## config.mk

```make
export PLATFORM = sky130hd
export DESIGN_NAME = sha256_msg_schedule
export DESIGN_NICKNAME = d
export VERILOG_FILES = /design/src/rtl/sha256_msg_schedule.sv
export SDC_FILE = /design/constraint.sdc
export NUM_CORES = 2
export LEC_CHECK = 0
export ABC_AREA = 0
export BUFFER_PORTS_ARGS = -buffer_cell sky130_fd_sc_hd__buf_2
export CORE_MARGIN = 2
export CORE_UTILIZATION = 30
export CTS_BUF_LIST = sky130_fd_sc_hd__clkbuf_8 sky130_fd_sc_hd__clkbuf_16
export DETAILED_ROUTE_END_ITERATION = 8
export GPL_TIMING_DRIVEN = 1
export PLACE_DENSITY = 0.57
export SYNTH_ARGS = -nofsm -noshare
export SYNTH_HDL_FRONTEND = slang
export SYNTH_SLANG_ARGS = --single-unit
```

## constraint.sdc

```tcl
create_clock -name clock -period 7.1 [get_ports clock]
set_input_delay 1.42 -clock clock [delete_from_list [all_inputs] [get_ports clock]]
set_output_delay 1.42 -clock clock [all_outputs]
set_load 0.05 [all_outputs]
```

## src/rtl/sha256_msg_schedule.sv

```systemverilog
// SHA-256 message schedule: expands one 512-bit block into W[0..ROUNDS-1] using a
// 16-word sliding window and streams one word per valid/ready handshake.
module sha256_msg_schedule #(
  parameter int unsigned ROUNDS = 64
) (
  input  logic         clock,
  input  logic         reset_n,
  input  logic         start,
  input  logic         abort,
  input  logic [511:0] block_in,
  input  logic         w_ready,
  output logic         w_valid,
  output logic [31:0]  w_out,
  output logic [5:0]   w_index,
  output logic         busy,
  output logic         done
);

  typedef enum logic {
    IDLE,
    RUN
  } stateT;

  stateT       state;
  stateT       nextState;
  logic [31:0] window [16];
  logic [5:0]  t;
  logic [31:0] newWord;
  logic        lastWord;
  logic        loadBlock;
  logic        advance;
  logic        finish;

  function automatic logic [31:0] rotr(input logic [31:0] x, input int unsigned n);
    return (x >> n) | (x << (32 - n));
  endfunction

  function automatic logic [31:0] sigma0(input logic [31:0] x);
    return rotr(x, 7) ^ rotr(x, 18) ^ (x >> 3);
  endfunction

  function automatic logic [31:0] sigma1(input logic [31:0] x);
    return rotr(x, 17) ^ rotr(x, 19) ^ (x >> 10);
  endfunction

  assign lastWord = (t == 6'(ROUNDS - 1));
  assign newWord  = sigma1(window[14]) + window[9] + sigma0(window[1]) + window[0];

  always_ff @(posedge clock or negedge reset_n) begin
    if (!reset_n) state <= IDLE;
    else          state <= nextState;
  end

  // abort outranks both start (in IDLE) and the handshake (in RUN)
  always_comb begin
    nextState = state;
    loadBlock = 1'b0;
    advance   = 1'b0;
    finish    = 1'b0;
    unique case (state)
      IDLE: begin
        if (start && !abort) begin
          nextState = RUN;
          loadBlock = 1'b1;
        end
      end
      RUN: begin
        if (abort) begin
          nextState = IDLE;
        end else if (w_ready) begin
          advance = 1'b1;
          if (lastWord) begin
            nextState = IDLE;
            finish    = 1'b1;
          end
        end
      end
      default: nextState = IDLE;
    endcase
  end

  always_ff @(posedge clock or negedge reset_n) begin
    if (!reset_n) begin
      for (int unsigned i = 0; i < 16; i++) window[i] <= '0;
      t    <= '0;
      done <= 1'b0;
    end else begin
      done <= finish;
      if (loadBlock) begin
        for (int unsigned i = 0; i < 16; i++) window[i] <= block_in[32*(15-i) +: 32];
        t <= '0;
      end else if (advance) begin
        for (int unsigned i = 0; i < 15; i++) window[i] <= window[i+1];
        window[15] <= newWord;
        // hold t at ROUNDS-1 on the final word so the index never runs past the block
        if (!lastWord) t <= t + 6'd1;
      end
    end
  end

  assign w_valid = (state == RUN);
  assign busy    = (state == RUN);
  assign w_out   = window[0];
  assign w_index = t;

endmodule

```

==> impl_metrics.tcl <==
set metrics [dict create \
    synth_edf_count 0 \
    die_w_um 308.2 \
    fin_crit_sh_pct 65.90 \
    r2r_end "window[27]" \
    coreArea_um2 91660 \
    synth_adder_area_share_pct 5.915 \
    p_per_area_nw_per_um2 637.8 \
    cp_max_fo 5 \
    slew-limit-headroom_pct 23.50 \
    post_cts_buffers 0 \
    io_buffer_count 557 \
    tightest_slew_ns 1.148 \
    worst_clock_skew_ns 0.02755 \
    initial_core_util_pct 30.28 \
    synth_xor_xnor_area_share_pct 4.387 \
    cts_resized 0 \
    cts-root-buf "clkbuf_16" \
    yosysWarnings 0 \
    first_iter_violations 2688 \
    syn_avg_cell_area_um2 8.146 \
    die_y_um 308.2 \
    num_io_pins 558 \
    syn_area_um2 27750 \
    place_inst 4859 \
    startpoint "window[50]" \
    top_usage_layer "met2" \
    cp-start-kind "flop" \
    drive_gt1_share_pct 18.26 \
    dp_hpwl_um 86560 \
    post_drt_via_cell_ratio 5.027 \
    nets 4353 \
    grt_remaining_overflow 0 \
    max_freq_mhz 213.7 \
    cts_tree "built" \
    vias 25110 \
    status "complete, no violations" \
    reg2regPathDepth 14 \
    slew_violations 0 \
    grt_first_pass_wirelength_um 163000 \
    synthArstFlopShare_pct 100.0 \
    clk_pin_slew_worst_paths_ns 0.06 \
    synth_simple_gate_area_share_pct 21.72 \
    stdcell_count 4995 \
    area_delta_synth_final_pct 20.18 \
    power.total_mw 21.27 \
    postRouteAntennaNets 0 \
    p_leak_nw 15.64 \
    clock_latency_ns 0.61 \
    min_path_type "reg -> reg" \
    grt_usage_pct 23.60 \
    r2r-start "window[50]" \
    cp-end-kind "flop" \
    grt_pass1_vias 23900 \
    cts_buffers 67 \
    post-place-ws_ns 2.449 \
    final.min_clock_period_ns 4.679 \
    cts_max_level 3 \
    synth_top_family_by_area "simple AND/OR/NAND/NOR gates" \
    required_ns 7.58 \
    met2_usage_pct 37.75 \
    rsz0062_at_grt "false" \
    wire_per_inst_um 22.99 \
    drc 0 \
    grt_max_degree 239 \
    reg2reg_setup_slack_ns 2.42 \
    tns_ns 0 \
    met1_usage_pct 31.71 \
    gp_congestion 0.8937 \
    synthMuxAreaShare_pct 0.2164 \
    grt_antenna_before_repair 39 \
    endpoint "window[27]" \
    hold_viol_final 0 \
    finalWorstSetupSlack_ns 2.421 \
    netlist_instances 3407 \
    synth_cell_types 59 \
    ctsHoldBuffers 0 \
    synth_top_flop_cell "dfrtp_1" \
    synth_compound_area_share_pct 14.45 \
    arrival_ns 5.16 \
    max_cap_violations 0 \
    ys_ff_latch 520 \
    clkSinkCount 520 \
    dieArea_um2 94960 \
    peakVddDrop_uv 647.8 \
    clock_path_buffers 3 \
    first_pass_iters 6 \
    wl_um 114900 \
    use_met3_pct 5.545 \
    synth_nets 4018 \
    synth-seq-area-share_pct 46.89 \
    worstSetupPathType "reg -> reg" \
    setup_viol 0 \
    fp-row-count 111 \
    utilization_pct 36.39 \
    fillers 9700 \
]
[cell type report]
cell class                      count  area, um2  area share, %
Sequential cell                   520      13010          39.01
Timing Repair Buffer              578       3118          9.348
Clock buffer                       80       1889          5.665
Tap cell                         1186       1484          4.449
Clock inverter                     43      350.3          1.050
Antenna cell                       13      32.53        0.09754
Inverter                          130      488.0          1.463
Multi-Input combinational cell   2445      12980          38.91
[cells in the final DEF, fill, tap and decap left out, drive strengths merged, types with 3 or more instances in the layout]
cell type / synthesis / layout
o21bai: 5 / 5
o21ai: 29 / 29
o31ai: 7 / 7
a21o: 11 / 11
a31oi: 486 / 486
o211ai: 4 / 4
dfrtp: 520 / 520
nor2b: 3 / 3
buf: 58 / 578
fa: 62 / 62
and3: 13 / 13
mux2i: 6 / 6
a21oi: 45 / 45
ha: 32 / 32
o21a: 4 / 4
nor2: 515 / 515
inv: 130 / 149
a21boi: 3 / 3
nand4: 5 / 5
clkinvlp: 0 / 3
bufinv: 0 / 4
diode: 0 / 13
nor3: 9 / 9
clkinv: 0 / 17
a221oi: 3 / 3
a211oi: 4 / 4
a2111oi: 3 / 3
xnor2: 89 / 89
clkbuf: 254 / 80
or3: 3 / 3
a22oi: 14 / 14
nand3: 10 / 10
nand2: 1004 / 1004
xor2: 50 / 50
[critical path, cell delays in order, from the launching register on]
cell      delay [ns]
dfrtp_1         0.45
xor2_1          0.20
xnor2_1         0.32
fa_1            0.48
inv_1           0.08
fa_1            0.42
ha_1            0.23
fa_1            0.46
a21oi_1         0.22
o21ai_0         0.22
a221oi_1        0.59
nor4_1          0.15
nor2_1          0.41
mux2i_1         0.25
nand3_1         0.10
[synth_stat cells, types with 9 or more instances]
cell | n | area [um2]
a21o_1 | 10 | 75.07
a21oi_1 | 45 | 225.2
a22oi_1 | 14 | 105.1
a31oi_1 | 486 | 3040
and3_1 | 10 | 62.56
buf_1 | 25 | 93.84
buf_4 | 33 | 247.7
clkbuf_1 | 254 | 953.4
dfrtp_1 | 520 | 13010
fa_1 | 62 | 1241
ha_1 | 32 | 400.4
inv_1 | 130 | 488.0
nand2_1 | 1004 | 3769
nand3_1 | 10 | 50.05
nor2_1 | 515 | 1933
nor3_1 | 9 | 45.04
o21ai_0 | 28 | 140.1
xnor2_1 | 89 | 779.5
xor2_1 | 50 | 437.9
[state kept, by name (all words and copies together), names as in the netlist]
| name | count |
|---|---|
| busy | 1 |
| w_index | 6 |
| done | 1 |
| w_out | 32 |
| window | 480 |
[worst min-delay path by stage]
stage               start          to  slack, ns  depth (start not counted)
2_1_floorplan  window[10]  window[10]       0.45                          2
3_3_place_gp    window[3]   window[3]       0.47                          2
3_5_place_dp   window[10]  window[10]       0.48                          2
4_1_cts        window[10]  window[10]       0.49                          2
5_1_grt        window[10]  window[10]       0.51                          2
6_report       window[10]  window[10]       0.49                          2
[through the flow]
stage,hold WS [ns],area [um2]
2_1_floorplan,0.4497,27750
3_3_place_gp,0.4661,31080
3_5_place_dp,0.4791,31080
4_1_cts,0.4892,33320
5_1_grt,0.5097,33340
6_report,0.4908,33350
[layer usage]
metal | vias to the layer above | part of all wire [%]
met2 | 878 | 46
met4 | 46 | 2.8
li1 | 11910 | -
met1 | 12110 | 43
met5 | - | 0.24
met3 | 174 | 7.7
[cell families after synthesis]
| kind of cell | after synthesis |
|---|---|
| xor+xnor | 139 |
| compound gates | 634 |
| mux | 6 |
| fa+ha+maj | 94 |
| flops | 520 |
| buf+inv | 442 |
| simple gates | 1572 |
[report_power, final]
group / total [mW] / leakage, nW / switching [mW] / internal (mW)
logic: 13.0 / 8.84 / 8.22 / 4.74
clock network: 3.46 / 1.17 / 1.41 / 2.05
registers: 4.85 / 5.64 / 0.955 / 3.90
total: 21.3 / 15.6 / 10.6 / 10.7
No activity file was read; power rests on OpenSTA's default activity.
